<file path="src/rtl/sobel_window_core_pkg.sv">
// Shared widths and window type for the Sobel window core and its 3x3 window sub-block.
package sobel_window_core_pkg;
  localparam int PIX_W   = 8;
  localparam int RGB_W   = 24;
  localparam int GRAD_W  = 11;
  localparam int COL_W   = 11;
  localparam int MAG_MAX = 255;

  typedef logic [PIX_W-1:0] pix_t;

  // Index [0] is the oldest column, [2] the newest.
  typedef struct packed {
    pix_t [2:0] top;
    pix_t [2:0] mid;
    pix_t [2:0] bot;
  } win_t;
endpackage

</file>
<file path="src/rtl/sobel_window_core_win.sv">
// 3x3 gray shift window, centre-RGB delay, column counter and stage-0 valid.
module sobel_window_3x3
  import sobel_window_core_pkg::*;
#(
  parameter int IMG_W = 1920
) (
  input  logic             clk,
  input  logic             rst_p,
  input  logic             shift_en_i,
  input  logic             s_ready_i,
  input  logic [PIX_W-1:0] row_top_i,
  input  logic [PIX_W-1:0] row_mid_i,
  input  logic [PIX_W-1:0] row_bot_i,
  input  logic [RGB_W-1:0] rgb_mid_i,
  output win_t             win_o,
  output logic [RGB_W-1:0] rgb_ctr_o,
  output logic [COL_W-1:0] col_o,
  output logic             v0_o
);
  win_t             win_q, win_d;
  logic [RGB_W-1:0] rgb_d1_q, rgb_d1_d, rgb_d2_q, rgb_d2_d;
  logic [COL_W-1:0] col_q, col_d, nxt_q, nxt_d;
  logic             v0_q, v0_d;

  always_comb begin
    win_d    = win_q;
    rgb_d1_d = rgb_d1_q;
    rgb_d2_d = rgb_d2_q;
    col_d    = col_q;
    nxt_d    = nxt_q;
    v0_d     = v0_q;
    if (s_ready_i) begin
      v0_d = shift_en_i;
      if (shift_en_i) begin
        win_d.top = {row_top_i, win_q.top[2:1]};
        win_d.mid = {row_mid_i, win_q.mid[2:1]};
        win_d.bot = {row_bot_i, win_q.bot[2:1]};
        rgb_d1_d  = rgb_mid_i;
        rgb_d2_d  = rgb_d1_q;
        // col tracks the newest column in the window; nxt is the column of the next step.
        col_d     = nxt_q;
        nxt_d     = (nxt_q == COL_W'(IMG_W - 1)) ? '0 : nxt_q + COL_W'(1);
      end
    end
  end

  always_ff @(posedge clk) begin
    if (rst_p) begin
      win_q    <= '0;
      rgb_d1_q <= '0;
      rgb_d2_q <= '0;
      col_q    <= '0;
      nxt_q    <= '0;
      v0_q     <= 1'b0;
    end else begin
      win_q    <= win_d;
      rgb_d1_q <= rgb_d1_d;
      rgb_d2_q <= rgb_d2_d;
      col_q    <= col_d;
      nxt_q    <= nxt_d;
      v0_q     <= v0_d;
    end
  end

  assign win_o     = win_q;
  assign rgb_ctr_o = rgb_d2_q;
  assign col_o     = col_q;
  assign v0_o      = v0_q;
endmodule

</file>
<file path="src/rtl/sobel_window_core.sv">
// Sobel edge core: window, gradients, |Gx|+|Gy| with saturation, threshold and border masking.
module sobel_window_core
  import sobel_window_core_pkg::*;
#(
  parameter int IMG_W  = 1920,
  parameter int THRESH = 80
) (
  input  logic             clk,
  input  logic             rst_p,
  input  logic             shift_en,
  input  logic [PIX_W-1:0] row_top,
  input  logic [PIX_W-1:0] row_mid,
  input  logic [PIX_W-1:0] row_bot,
  input  logic [RGB_W-1:0] rgb_mid,
  input  logic             s_ready,
  output logic             o_valid,
  output logic [PIX_W-1:0] o_mag,
  output logic             o_edge,
  output logic             o_border,
  output logic             o_eol,
  output logic [RGB_W-1:0] o_rgb
);
  // (a0 + 2*a1 + a2) - (b0 + 2*b1 + b2); 11-bit signed holds +/-1020 exactly.
  function automatic logic signed [GRAD_W-1:0] sobel_grad(input pix_t a0, input pix_t a1,
      input pix_t a2, input pix_t b0, input pix_t b1, input pix_t b2);
    logic signed [GRAD_W-1:0] pos, neg;
    pos = $signed({3'b0, a0}) + ($signed({3'b0, a1}) <<< 1) + $signed({3'b0, a2});
    neg = $signed({3'b0, b0}) + ($signed({3'b0, b1}) <<< 1) + $signed({3'b0, b2});
    return pos - neg;
  endfunction

  function automatic logic [GRAD_W-1:0] abs_grad(input logic signed [GRAD_W-1:0] g);
    return g[GRAD_W-1] ? $unsigned(-g) : $unsigned(g);
  endfunction

  function automatic pix_t sat_mag(input logic [GRAD_W-1:0] s);
    return (s > GRAD_W'(MAG_MAX)) ? PIX_W'(MAG_MAX) : s[PIX_W-1:0];
  endfunction

  win_t             win;
  logic [RGB_W-1:0] rgb_p0;
  logic [COL_W-1:0] col_p0;
  logic             vld_p0;

  sobel_window_3x3 #(.IMG_W(IMG_W)) u_win (
    .clk       (clk),
    .rst_p     (rst_p),
    .shift_en_i(shift_en),
    .s_ready_i (s_ready),
    .row_top_i (row_top),
    .row_mid_i (row_mid),
    .row_bot_i (row_bot),
    .rgb_mid_i (rgb_mid),
    .win_o     (win),
    .rgb_ctr_o (rgb_p0),
    .col_o     (col_p0),
    .v0_o      (vld_p0)
  );

  logic signed [GRAD_W-1:0] gx_p1_q, gx_p1_d, gy_p1_q, gy_p1_d;
  logic [COL_W-1:0]         col_p1_q, col_p2_q;
  logic [RGB_W-1:0]         rgb_p1_q, rgb_p2_q;
  logic                     vld_p1_q, vld_p2_q, border_p2;
  pix_t                     mag_p2_q, mag_p2_d;

  always_comb begin
    gx_p1_d   = sobel_grad(win.top[2], win.mid[2], win.bot[2], win.top[0], win.mid[0], win.bot[0]);
    gy_p1_d   = sobel_grad(win.bot[0], win.bot[1], win.bot[2], win.top[0], win.top[1], win.top[2]);
    mag_p2_d  = sat_mag(abs_grad(gx_p1_q) + abs_grad(gy_p1_q));
    border_p2 = (col_p2_q < COL_W'(2));
  end

  always_ff @(posedge clk) begin
    if (rst_p) begin
      gx_p1_q  <= '0;
      gy_p1_q  <= '0;
      col_p1_q <= '0;
      rgb_p1_q <= '0;
      vld_p1_q <= 1'b0;
      mag_p2_q <= '0;
      col_p2_q <= '0;
      rgb_p2_q <= '0;
      vld_p2_q <= 1'b0;
      o_valid  <= 1'b0;
      o_mag    <= '0;
      o_edge   <= 1'b0;
      o_border <= 1'b0;
      o_eol    <= 1'b0;
      o_rgb    <= '0;
    end else if (s_ready) begin
      // S1: gradients
      gx_p1_q  <= gx_p1_d;
      gy_p1_q  <= gy_p1_d;
      col_p1_q <= col_p0;
      rgb_p1_q <= rgb_p0;
      vld_p1_q <= vld_p0;
      // S2: magnitude
      mag_p2_q <= mag_p2_d;
      col_p2_q <= col_p1_q;
      rgb_p2_q <= rgb_p1_q;
      vld_p2_q <= vld_p1_q;
      // S3: outputs; border windows still hold the previous line and are masked
      o_valid  <= vld_p2_q;
      o_mag    <= border_p2 ? '0 : mag_p2_q;
      o_edge   <= !border_p2 && (mag_p2_q > PIX_W'(THRESH));
      o_border <= border_p2;
      o_eol    <= (col_p2_q == COL_W'(IMG_W - 1));
      o_rgb    <= rgb_p2_q;
    end
  end
endmodule

</file>
<file path="config.mk">
export PLATFORM = sky130hd
export DESIGN_NAME = sobel_window_core
export DESIGN_NICKNAME = d
export VERILOG_FILES = /design/src/rtl/sobel_window_core_pkg.sv /design/src/rtl/sobel_window_core_win.sv /design/src/rtl/sobel_window_core.sv
export SDC_FILE = /design/constraint.sdc
export NUM_CORES = 1
export LEC_CHECK = 0
export ABC_AREA = 1
export CAP_MARGIN = 40
export CORE_UTILIZATION = 50
export DETAILED_ROUTE_END_ITERATION = 10
export DONT_BUFFER_PORTS = 1
export GPL_TIMING_DRIVEN = 0
export SLEW_MARGIN = 20
export SYNTH_ARGS = -nofsm -noshare
export SYNTH_HDL_FRONTEND = slang
export SYNTH_SLANG_ARGS = --single-unit
</file>
<file path="constraint.sdc">
create_clock -name clk -period 8.5 [get_ports clk]
set_input_delay 0.85 -clock clk [delete_from_list [all_inputs] [get_ports clk]]
set_output_delay 0.85 -clock clk [all_outputs]
set_load 0.02 [all_outputs]
</file>
# Yosys cells after proc, flatten, opt, wreduce, memory -nomap -nowiden
# Cells that the tools add are included.
[totals]
latchBits = 0
regBits = 281
n_memories = 0
mem_bits_rw = 0
mem_bits_ro = 0
[op_classes]
n_eq_ne = 2
n_bitwise = 0
n_mux = 5
n_div = 0
reduce_logical = 3
n_addsub = 14
order_cmp = 3
multipliers = 0
shifts = 0
[ops]
columns = ["cell", "n"]
rows = [
  ["$add A10 B8 Y11", 4],
  ["$add A8 B9 Y10", 4],
  ["$mux W11", 3],
  ["$eq A11 B11 Y1 const B", 2],
  ["$neg A11 Y11", 2],
  ["$sub A11 B11 Y11", 2],
  ["$mux W8", 2],
  ["$add A11 B1 Y11 const B", 1],
  ["$add A11 B11 Y11", 1],
  ["$gt A11 B8 Y1 const B", 1],
  ["$lt A11 B2 Y1 const B", 1],
  ["$gt A8 B7 Y1 const B", 1],
  ["$reduce_and A2 Y1", 1],
  ["$logic_and A1 B1 Y1", 1],
  ["$logic_not A1 Y1", 1],
]

# Longest topological paths before layout
# Gate-level depths: netlist (run 1).
[depth]
depth_word = 5
mapped_depth = 18

# Cells and area by module
# From an unflattened synthesis (run 1), not the netlist that was laid out.
[unflattened]
hier_cells = 1690
area_unflattened_um2 = 13150.1
[by_module_without_submodules]
columns = ["mod", "instances", "area_per_inst_um2", "cells_per_inst"]
rows = [
  ["sobel_window_core", 1, 8080.2, 1046],
  ["sobel_window_3x3", 1, 5069.9, 644],
]

# Worst setup path after synthesis (run 1)
# Ideal clock, no wire load.
[synth_path]
path_kind = "register to register"
startpoint = "register u_win.win_q, in the netlist u_win.win_o[2]"
endpoint = "register gx_p1_q[7]"
setup_slack_ps = 5209
path_buffers = 0
required_time_ps = 8391
setup_time_ps = 109
arrival_ps = 3182
path_stages_with_launch = 15
path_cell_list = "dfxtp_1 inv_1 fa_1 fa_1 fa_1 inv_1 fa_1 o21ai_0 nand2_1 nand2_1 nand2_1 nand3_1 nand3_1 nand2_1 inv_1"
[synth_via]
elab_chain_cells = 2
[synth_lines]
columns = ["item", "line", "source"]
rows = [
  ["from (decl)", "sobel_window_core_win.sv:20", "win_t win_q, win_d;"],
  ["from (signal assigned)", "sobel_window_core_win.sv:56", "win_q <= win_d;"],
  ["$add A10 B8 Y11", "sobel_window_core.sv:28", "neg = $signed({3'b0, b0}) + ($signed({3'b0, b1}) <<< 1) + $signed({3'b0, b2});"],
  ["$sub A11 B11 Y11", "sobel_window_core.sv:29", "return pos - neg;"],
  ["to (signal assigned)", "sobel_window_core.sv:92", "gx_p1_q <= gx_p1_d;"],
  ["to (decl)", "sobel_window_core.sv:60", "logic signed [GRAD_W-1:0] gx_p1_q, gx_p1_d, gy_p1_q, gy_p1_d;"],
]
# Every way passes these cells.
# A chain may end at the register's enable or synchronous reset.

# Final worst setup path (run 1)
[layout_path]
startpoint = "register u_win.win_q, in the netlist u_win.win_o[2]"
endpoint = "register gx_p1_q[9]"
# The elaborated chain is that of the path after synthesis.

==> results of run 1 <==
## worst register-to-register path, cell delays in order, from the launching register on
cell and delay, ns:
dfxtp_1 0.35, inv_1 0.08, fa_1 0.53, fa_1 0.53
fa_1 0.57, inv_1 0.07, fa_1 0.45, o21ai_0 0.34
nand2_1 0.11, nand3_1 0.10, xor2_1 0.25, o21ai_0 0.11
inv_1 0.06
## worst max path at each step
stage                            startpoint                      end  depth (start not counted)
6_report        u_win.win_o[2]$_SDFFE_PP0P_  gx_p1_q[9]$_SDFFE_PP0P_                         12
5_1_grt        u_win.win_o[66]$_SDFFE_PP0P_  gy_p1_q[9]$_SDFFE_PP0P_                         12
4_1_cts        u_win.win_o[66]$_SDFFE_PP0P_  gy_p1_q[9]$_SDFFE_PP0P_                         12
3_5_place_dp   u_win.win_o[66]$_SDFFE_PP0P_  gy_p1_q[9]$_SDFFE_PP0P_                         12
3_3_place_gp   u_win.win_o[66]$_SDFFE_PP0P_  gy_p1_q[9]$_SDFFE_PP0P_                         12
2_1_floorplan   u_win.win_o[2]$_SDFFE_PP0P_  gx_p1_q[7]$_SDFFE_PP0P_                         14
## per-stage QoR
step | power (mW) | cell area (µm²) | instances | utilization (%) | hold slack [ns]
floorplan | 2.732 | 12950 | 1649 | - | 0.4415
global placement | 3.097 | 13370 | 1979 | 52.78 | 0.4542
detailed placement | 3.115 | 13370 | 1979 | 52.78 | 0.4554
CTS | 4.390 | 14340 | 2035 | 56.62 | 0.4537
global route | 4.697 | 14340 | 2035 | 56.62 | 0.4682
finish | 4.372 | 14340 | 2036 | 56.63 | 0.4658
## area by class of cell
type,count,area (µm²)
Clock buffer,46,892.1
Sequential cell,281,5625
Fill cell,2496,10980
Antenna cell,1,2.502
Clock inverter,10,80.08
Inverter,142,533.0
Buffer,88,372.9
Multi-Input combinational cell,1138,6424
Tap cell,330,412.9
## logic make-up after synthesis
logic type / Yosys count / synth area share, %
AOI/OAI and AO/OA: 391 / 15.37
xor gates and xnor gates: 32 / 2.163
adders and majority gates: 100 / 13.31
buffers and inverters: 230 / 6.992
DFF: 281 / 43.42
and+or+nand+nor: 615 / 18.75
## sequential cells by signal (all words and copies together), names as in the netlist, 8 cells and up
signal / cells
mag_p2_q: 8
u_win.col_o: 11
rgb_p1_q: 24
o_rgb: 24
rgb_p2_q: 24
u_win.nxt_q: 11
gy_p1_q: 11
u_win.win_o: 72
col_p2_q: 11
o_mag: 8
gx_p1_q: 11
u_win.rgb_ctr_o: 24
u_win.rgb_d1_q: 24
col_p1_q: 11
## layer usage
| metal | vias up | track usage (%) | routed length [µm] |
|---|---|---|---|
| met5 | - | 0 | 13 |
| met4 | 2 | 4.928 | 551 |
| met3 | 38 | 3.285 | 1318 |
| met1 | 4804 | 35.51 | 16110 |
| met2 | 189 | 38.84 | 13760 |
| li1 | 5368 | - | - |
## power breakdown
group | switching (mW) | leakage (nW) | internal, mW
combinational | 0.957 | 3.26 | 0.575
clock | 0.522 | 0.478 | 0.750
sequential | 0.120 | 2.32 | 1.45
## layout by cell type, fill, tap and decap left out, types with 2 or more instances in the layout
cell type and count:
nor2_1 414, dfxtp_1 281, o21ai_0 263, inv_1 138, nand2_1 132, a21oi_1 115
clkbuf_1 76, fa_1 63, nand3_1 41, ha_1 37, clkbuf_16 31, xor2_1 27
buf_2 13, nor3_1 8, nand4_1 7, buf_4 7, clkinv_2 7, clkbuf_8 6
xnor2_1 5, nor4_1 4, or2_2 3, inv_2 2, clkinv_1 2, nor3b_1 2
o21bai_1 2, o211ai_1 2, a21o_1 2, a31oi_1 2, clkinvlp_4 2
==> run_results.csv, run 1 <==
group,metric,value,unit
die,die_h,163.0,µm
yosys,synth_warnings,0,
drt,drc,0,
setup_path,crit_slowest_cell,"fa_1",
global_routing,grt_usage,24.48,%
drt,viasPerCell,5.109,
die,dieArea,0.02656,mm²
setup_path,cp_data_required_time,8.98,ns
setup_path,crit_top_cell,"fa_1",
hold_path,holdCritPathClass,"flip-flop to flip-flop",
setup_path,r2r-end,"gx_p1_q[9]$_SDFFE_PP0P_",
placement,dp.final_hpwl,24.34,mm
placement,io_buffers,0,
power_and_ir_drop,ir_drop,187.2,µV
placement,post-place-ws,4.915,ns
setup_path,crit_type,"flip-flop to flip-flop",
clock_tree,cts_setup_buffers,0,
placement,gp_congestion,0.8316,
timing,finalWorstSetupSlack,4.881,ns
setup_path,worst_path_largest_cell_delay,0.57,ns
die,die_x,163.0,µm
clock_tree,clockRootBuffer,"clkbuf_16",
outcome,status,"finished clean",
yosys,ys_ff_latch,281,
yosys,async_reset_ff_share,0,%
setup_path,worstReg2RegStart,"u_win.win_o[2]$_SDFFE_PP0P_",
timing,setup_viol,0,
cells_and_area,area_growth,10.71,%
power_and_ir_drop,p_leak,6.053,nW
global_routing,grt-ovfl-total,0,
die,rows,58,
global_routing,grt_pass1_vias,9852,
clock_tree,cts_hold_buf,0,
clock_tree,clk_pin_slew,0.06,ns
clock_tree,cts_tree,"yes",
hold_path,hold_start,"u_win.col_o[5]$_SDFFE_PP0P_",
cells_and_area,drive_above_1_share,4.457,%
drt,drt_wl_total,31.76,mm
yosys,synthTopCellsByCount,"414 x nor2_1, 281 x dfxtp_1, 263 x o21ai_0, 138 x inv_1, 132 x nand2_1",
clock_tree,cts.path.max_buffers,3,
timing,skew,0.01446,ns
drt,ant_nets,0,
yosys,yosysTopAreaCellShare,43.42,%
die,boundaryPins,88,
timing,final-hold-violation-count,0,
drt,dr.pass1.iters,4,
yosys,ys_types,35,
hold_path,hold_depth,2,
flow_run,cap_violations,0,
timing,rsz0062_at_grt,"false",
global_routing,grt_pass1_wl,51.23,mm
yosys,synth_most_common_cell,"nor2_1",
setup_path,path_buf_inv,3,
yosys,synth_nets,1801,
yosys,synth_flop_cell,"dfxtp_1",
hold_path,hold_path_end,"u_win.col_o[5]$_SDFFE_PP0P_",
die,start_util,51.15,%
die,core_area,0.02533,mm²
setup_path,critPathCaptureType,"flip-flop",
setup_path,r2r_cells,12,
setup_path,cp.arrival,4.10,ns
timing,finalCritPeriodShare,42.57,%
timing,relSlewSlack,57.55,%
setup_path,cp-start-kind,"flip-flop",
global_routing,antenna_found_initial,3,
drt,avgRoutedWirePerCell,15.60,µm
clock_tree,cts.repair.resized,0,
cells_and_area,nets,1833,
yosys,avgSynthCellArea,7.856,µm²
clock_tree,cts_buffers,30,
timing,fin_setup_tns,0,ns
power_and_ir_drop,power_density,304.8,mW/mm²
timing,finalMaxSlewViolations,0,
timing,fmax,276.3,MHz
clock_tree,cts_sinks,281,
clock_tree,insertion_delay,0.55,ns
yosys,synth_largest_area_cell,"dfxtp_1",
setup_path,critical-path-top-delay-family,"adder cells",
yosys,synthTopCellsByArea,"dfxtp_1 43%, nor2_1 12%, o21ai_0 10%",
setup_path,path_cells,"inv_1 -> fa_1 -> fa_1 -> fa_1 -> inv_1 -> fa_1 -> o21ai_0 -> nand2_1 -> nand3_1 -> xor2_1 -> o21ai_0 -> inv_1",
yosys,synth_cells,1649,
yosys,synth-seq-area-share,43.42,%
timing,worst_pin_slew,0.6368,ns
setup_path,cp_max_fo,3,
clock_tree,htreeDepth,1,
setup_path,r2r_slack,4.88,ns
yosys,synth-edff-count,0,
global_routing,grt_max_degree,15,
drt,first_iter_violations,615,
drt,via_count,10400,
timing,finalCriticalPeriod,3.619,ns
yosys,syn-cell-area,0.01295,mm²
(Power assumes the default switching activity.)
==> run 2, diff against run 1 <==
PLACE_DENSITY = 0.68   (was not set)
clock period = 3 ns   (was 8.5 ns; I/O delays follow)
==> run 2 against run 1 <==
- the flow now finishes with violations (setup timing)
- total power grew to 3.3 times the previous value
- clock skew shrank 0.0017 ns
- sequential power grew to 2.8 times the previous value
- via count grew 5.7%
- utilization grew 4.9 points
- critical path type unchanged
- highest routed layer is now met4
==> run_results.csv, run 2 (same netlist as run 1, synthesis figures left out) <==
group,metric,value,unit
timing,skew,0.01277,ns
hold_path,hold_depth,4,
setup_path,crit_slowest_cell,"fa_1",
setup_path,worstReg2RegStart,"u_win.win_o[16]$_SDFFE_PP0P_",
setup_path,path_cells,"inv_2 -> fa_1 -> fa_1 -> inv_1 -> fa_1 -> ha_2 -> inv_2 -> fa_2 -> o21ai_4 -> nand2_1 -> nand2_1 -> nand2_2 -> nand2_1 -> nand2_1 -> nand3_2 -> nand2_1 -> inv_1",
cells_and_area,drive_above_1_share,12.06,%
timing,final-hold-violation-count,0,
timing,finalWorstSetupSlack,-0.2192,ns
power_and_ir_drop,pwr-share-comb,40.9,%
die,rows,58,
timing,finalCriticalPeriod,3.219,ns
power_and_ir_drop,seq_power_share,31.4,%
clock_tree,cts_sinks,281,
drt,ant_nets,0,
placement,dp.final_hpwl,23.87,mm
setup_path,cp_data_required_time,3.49,ns
outcome,status,"finished with violations",
outcome,violations,"setup timing",
drt,drc,0,
cells_and_area,antennaDiodeCount,0,
hold_path,hold_start,"rst_p",
clock_tree,insertion_delay,0.55,ns
clock_tree,clk_pin_slew,0.06,ns
placement,gp_congestion,0.8608,
timing,setup_viol,12,
cells_and_area,nets,1903,
power_and_ir_drop,p_sw_share,36.31,%
placement,io_buffers,0,
power_and_ir_drop,ir_drop,513.7,µV
power_and_ir_drop,power.switching,5.163,mW
timing,finalMaxSlewViolations,0,
flow_run,cap_violations,0,
clock_tree,cts_tree,"yes",
power_and_ir_drop,p_int,9.057,mW
clock_tree,clockRootBuffer,"clkbuf_16",
drt,dr.pass1.iters,8,
cells_and_area,largest_reg_flops,72,
drt,routed.top_layer,"met4",
setup_path,cp_max_fo,3,
timing,finalCritPeriodShare,107.3,%
hold_path,holdCritPathClass,"input pin to flip-flop",
die,start_util,51.15,%
hold_path,hold_path_end,"gy_p1_q[4]$_SDFFE_PP0P_",
global_routing,grt_max_degree,15,
cells_and_area,area_growth,20.24,%
drt,met1_length,15.68,mm
global_routing,grt_pass1_vias,10470,
setup_path,r2r-end,"gx_p1_q[7]$_SDFFE_PP0P_",
global_routing,grt_pass1_wl,53.25,mm
setup_path,r2r_cells,17,
drt,via_count,11000,
clock_tree,cts.path.max_buffers,3,
setup_path,critPathCaptureType,"flip-flop",
drt,avgRoutedWirePerCell,15.91,µm
power_and_ir_drop,power_density,912.9,mW/mm²
global_routing,antenna_found_initial,0,
power_and_ir_drop,clkPwrFrac,27.7,%
drt,viasPerCell,5.226,
die,die_h,163.0,µm
setup_path,cp-start-kind,"flip-flop",
power_and_ir_drop,p_leak,6.458,nW
timing,rsz0062_at_grt,"true",
setup_path,r2r_slack,-0.22,ns
drt,met2_wirelength,15.45,mm
clock_tree,htreeDepth,1,
timing,relSlewSlack,54.10,%
setup_path,worst_path_largest_cell_delay,0.55,ns
timing,fmax,310.6,MHz
cells_and_area,fill_cells,2247,
setup_path,cp.arrival,3.70,ns
drt,wl_met3,1.778,mm
die,die_x,163.0,µm
drt,first_iter_violations,728,
cells_and_area,final_cell_mix,"410 x nor2_1, 252 x dfxtp_1, 251 x o21ai_0",
die,dieArea,0.02656,mm²
global_routing,grt-ovfl-total,0,
setup_path,crit_type,"flip-flop to flip-flop",
power_and_ir_drop,p_total,14.22,mW
timing,fin_setup_tns,-1.270,ns
die,boundaryPins,88,
setup_path,crit_top_cell,"nand2_1",
global_routing,grt_usage,25.18,%
timing,worst_pin_slew,0.6885,ns
cells_and_area,final_common_cell,"nor2_1",
die,core_area,0.02533,mm²
clock_tree,cts_buffers,30,
drt,drt_wl_total,33.47,mm
-- run 2: cell types whose count changed in the layout (fill, tap and decap cells not counted), sizes merged --
| cell | before | now |
|---|---|---|
| diode | 1 | 0 |
| clkinvlp | 2 | 1 |
| bufinv | 1 | 5 |
| clkbuf | 113 | 109 |
| buf | 21 | 43 |
| inv | 140 | 141 |
| dlygate4sd3 | 0 | 48 |
| clkinv | 9 | 8 |
-- run 2: worst max-delay path: cells and delay by family, from the launching register on --
family	cells	cell delay, ns
AO/OA/AOI/OAI	1	0.18
adder cells (fa/ha/maj)	5	1.84
buffers and inverters	4	0.24
flip-flops	1	0.37
AND/OR/NAND/NOR	7	0.50
-- run 2: routing by layer --
metal  up-vias  GRT usage (%)
met5         -              0
met1      5164          35.28
met3        45          3.667
li1       5513              -
met4         0          4.928
met2       274          41.33
-- run 2: layout make-up --
cell class              instances  area (µm²)  share of cell area (%)
clock buffers                  42       867.1                   5.566
well taps                     330       412.9                   2.651
multi-input cells            1138        6842                   43.92
clock inverters                13       200.2                   1.285
inverters                     142       535.5                   3.438
flip-flops and latches        281        5674                   36.43
repair buffers                 70       673.1                   4.321
plain buffers                  88       372.9                   2.394
-- run 2: through the flow --
stage               hold slack (ns)  util, %  std cells  instance area (µm²)  setup WS [ns]
global route                 0.1520    61.51       2104                15580        -0.3649
finish                       0.1302    61.51       2104                15580        -0.2192
detailed placement           0.4612    53.06       1979                13440        -0.3174
CTS                          0.1203    60.55       2094                15340        -0.2123
floorplan                    0.4415        -       1649                13030      -0.007518
global placement             0.4551    53.06       1979                13440        -0.2858
-- run 2: what timing repair did --
action	4_1_cts	5_1_grt
buffers inserted	12	10
endpoints found under the hold margin	48	0
resized for setup	80	54
endpoints found under the setup margin	14	24
hold buffers	48	0
pin swaps	59	43
-- run 2: worst max-delay path by stage --
| stage | startpoint | endpoint | slack (ns) | cells after the start |
|---|---|---|---|---|
| CTS | u_win.win_o[66]$_SDFFE_PP0P_ | gy_p1_q[7]$_SDFFE_PP0P_ | -0.21 | 14 |
| floorplan | u_win.win_o[2]$_SDFFE_PP0P_ | gx_p1_q[7]$_SDFFE_PP0P_ | -0.008 | 14 |
| global route | u_win.win_o[16]$_SDFFE_PP0P_ | gx_p1_q[7]$_SDFFE_PP0P_ | -0.36 | 17 |
| finish | u_win.win_o[16]$_SDFFE_PP0P_ | gx_p1_q[7]$_SDFFE_PP0P_ | -0.22 | 17 |
| detailed placement | u_win.win_o[2]$_SDFFE_PP0P_ | gx_p1_q[9]$_SDFFE_PP0P_ | -0.32 | 12 |
| global placement | u_win.win_o[17]$_SDFFE_PP0P_ | gx_p1_q[9]$_SDFFE_PP0P_ | -0.29 | 14 |
-- run 2: power by group through the flow --
stage | logic, mW | registers (mW) | clock network, mW
3_5_place_dp | 4.44 | 4.53 | 0
5_1_grt | 6.45 | 4.50 | 4.15
6_report | 5.82 | 4.46 | 3.94
2_1_floorplan | 3.47 | 4.43 | 0
4_1_cts | 5.17 | 4.45 | 4.00
3_3_place_gp | 4.36 | 4.52 | 0
==> run 3, diff against run 2 <==
CAP_MARGIN = not set   (was 40)
RECOVER_POWER = 50   (was not set)
==> run 3 against run 2 <==
- the run still ends with setup timing left
- total power barely moved
- final cell count unchanged
- sequential share of layout area increased by 0.088 points
- routed wire length about the same
- clock skew fell by 0.0015 ns
- final area is 0.24% lower
- worst setup slack got worse by 0.0091 ns
- hold slack worse by 0.0019 ns
- via count down 0.16%
- non-clock buffer count did not move
- sequential power hardly changed
- largest cell class unchanged
- largest power group unchanged
==> run_results.csv, run 3 (same netlist as run 1, synthesis figures left out) <==
group,metric,value,unit
outcome,status,"finished with violations",
outcome,violations,"setup timing",
power_and_ir_drop,p_leak,6.410,nW
die,start_util,51.15,%
clock_tree,cts.path.max_buffers,3,
timing,rsz0062_at_grt,"true",
cells_and_area,largest_reg_flops,72,
drt,first_iter_violations,762,
clock_tree,cts_sinks,281,
clock_tree,cts_tree,"yes",
setup_path,cp.arrival,3.71,ns
timing,setup_viol,12,
global_routing,grt_usage,25.18,%
drt,ant_nets,0,
drt,drc,0,
global_routing,antenna_found_initial,0,
placement,dp.final_hpwl,23.87,mm
global_routing,grt_pass1_wl,53.25,mm
drt,via_count,10980,
die,rows,58,
setup_path,critPathCaptureType,"flip-flop",
cells_and_area,drive_above_1_share,11.22,%
die,dieArea,0.02656,mm²
placement,gp_congestion,0.8608,
timing,finalCriticalPeriod,3.228,ns
timing,worst_pin_slew,0.7119,ns
clock_tree,htreeDepth,1,
clock_tree,insertion_delay,0.55,ns
global_routing,grt-ovfl-total,0,
setup_path,cp-start-kind,"flip-flop",
timing,final-hold-violation-count,0,
cells_and_area,nets,1903,
cells_and_area,final_cell_mix,"410 x nor2_1, 252 x dfxtp_1, 251 x o21ai_0",
setup_path,cp_max_fo,3,
drt,dr.pass1.iters,6,
timing,finalMaxSlewViolations,0,
timing,finalWorstSetupSlack,-0.2284,ns
timing,skew,0.01124,ns
cells_and_area,antennaDiodeCount,0,
timing,relSlewSlack,52.54,%
drt,drt_wl_total,33.48,mm
power_and_ir_drop,power_density,914.5,mW/mm²
setup_path,worstReg2RegStart,"u_win.win_o[16]$_SDFFE_PP0P_",
hold_path,hold_start,"rst_p",
clock_tree,cts_buffers,30,
flow_run,cap_violations,0,
setup_path,cp-startpoint,"u_win.win_o[16]$_SDFFE_PP0P_",
clock_tree,clk_pin_slew,0.06,ns
die,core_area,0.02533,mm²
cells_and_area,final_common_cell,"nor2_1",
cells_and_area,area_growth,19.95,%
clock_tree,clockRootBuffer,"clkbuf_16",
setup_path,cp_data_required_time,3.49,ns
drt,avgRoutedWirePerCell,15.91,µm
hold_path,holdCritPathClass,"input pin to flip-flop",
die,boundaryPins,88,
timing,fmax,309.8,MHz
timing,holdWs,0.1283,ns
cells_and_area,final_area,0.01554,mm²
setup_path,crit_type,"flip-flop to flip-flop",
die,die_h,163.0,µm
global_routing,grt_pass1_vias,10470,
drt,viasPerCell,5.218,
timing,fin_setup_tns,-1.284,ns
placement,io_buffers,0,
die,die_x,163.0,µm
timing,finalCritPeriodShare,107.6,%
power_and_ir_drop,ir_drop,509.9,µV
global_routing,grt_max_degree,15,
placement,dpl_cell_area,0.01344,mm²
run 3: cell types whose count changed in the layout (fill, tap and decap cells not counted), sizes merged:
cell    before  now
buf         43   29
clkbuf     109  123
run 3: per-stage QoR:
stage / util, % / cells / worst slack (ns) / total power, mW
after floorplan: - / 1649 / -0.007518 / 7.897
after global placement: 53.06 / 1979 / -0.2858 / 8.875
after detailed placement: 53.06 / 1979 / -0.3174 / 8.972
after CTS: 60.55 / 2094 / -0.2123 / 13.62
after global routing: 61.36 / 2104 / -0.3649 / 15.11
final: 61.36 / 2104 / -0.2284 / 14.21
run 3: power breakdown:
part           internal [mW]  switching [mW]  total (mW)  leakage (nW)
clock network           2.44            1.50        3.94         0.524
registers               4.10           0.354        4.46          2.33
logic                   2.51            3.31        5.82          3.56
total                   9.05            5.16        14.2          6.41
run 3: final timing paths:
check                                endpoint  slack [ns]  depth (start not counted)
setup / recovery      gx_p1_q[7]$_SDFFE_PP0P_       -0.23                         17
hold / removal        gy_p1_q[4]$_SDFFE_PP0P_        0.13                          4
setup reg to reg      gx_p1_q[7]$_SDFFE_PP0P_       -0.23                         17
hold reg to reg   u_win.col_o[5]$_SDFFE_PP0P_        0.47                          2
run 3: what timing repair did:
| item | in CTS | in global routing |
|---|---|---|
| endpoints found under the hold margin | 48 | 0 |
| buffers inserted | 12 | 10 |
| setup endpoints to repair | 14 | 24 |
| hold buffers | 48 | 0 |
| pin swaps | 59 | 43 |
| resized for setup | 80 | 54 |
run 3: layer usage:
metal  GRT usage [%]  vias to the layer above  wire length, µm
met1           35.28                     5164            15650
met4           4.928                        0              574
met5               0                        -                0
met3           3.667                       46             1760
li1                -                     5507                -
met2           41.33                      261            15490
run 3: cell type report:
cell class              count  area, µm²
fillers                  2261       9787
clock buffers              42      867.1
multi-input cells        1138       6839
inverters                 142      535.5
well taps                 330      412.9
clock inverters            13      200.2
plain buffers              88      337.8
repair buffers             70      673.1
flip-flops and latches    281       5674
run 3: critical path, cell delays in order, from the launching register on:
cell     delay [ns]
dfxtp_1        0.37
inv_2          0.07
fa_1           0.55
fa_1           0.18
inv_1          0.06
fa_1           0.50
ha_2           0.19
inv_2          0.06
fa_2           0.42
o21ai_4        0.18
nand2_1        0.07
nand2_1        0.08
nand2_2        0.08
nand2_1        0.06
nand2_1        0.08
nand3_2        0.09
nand2_1        0.05
inv_1          0.05
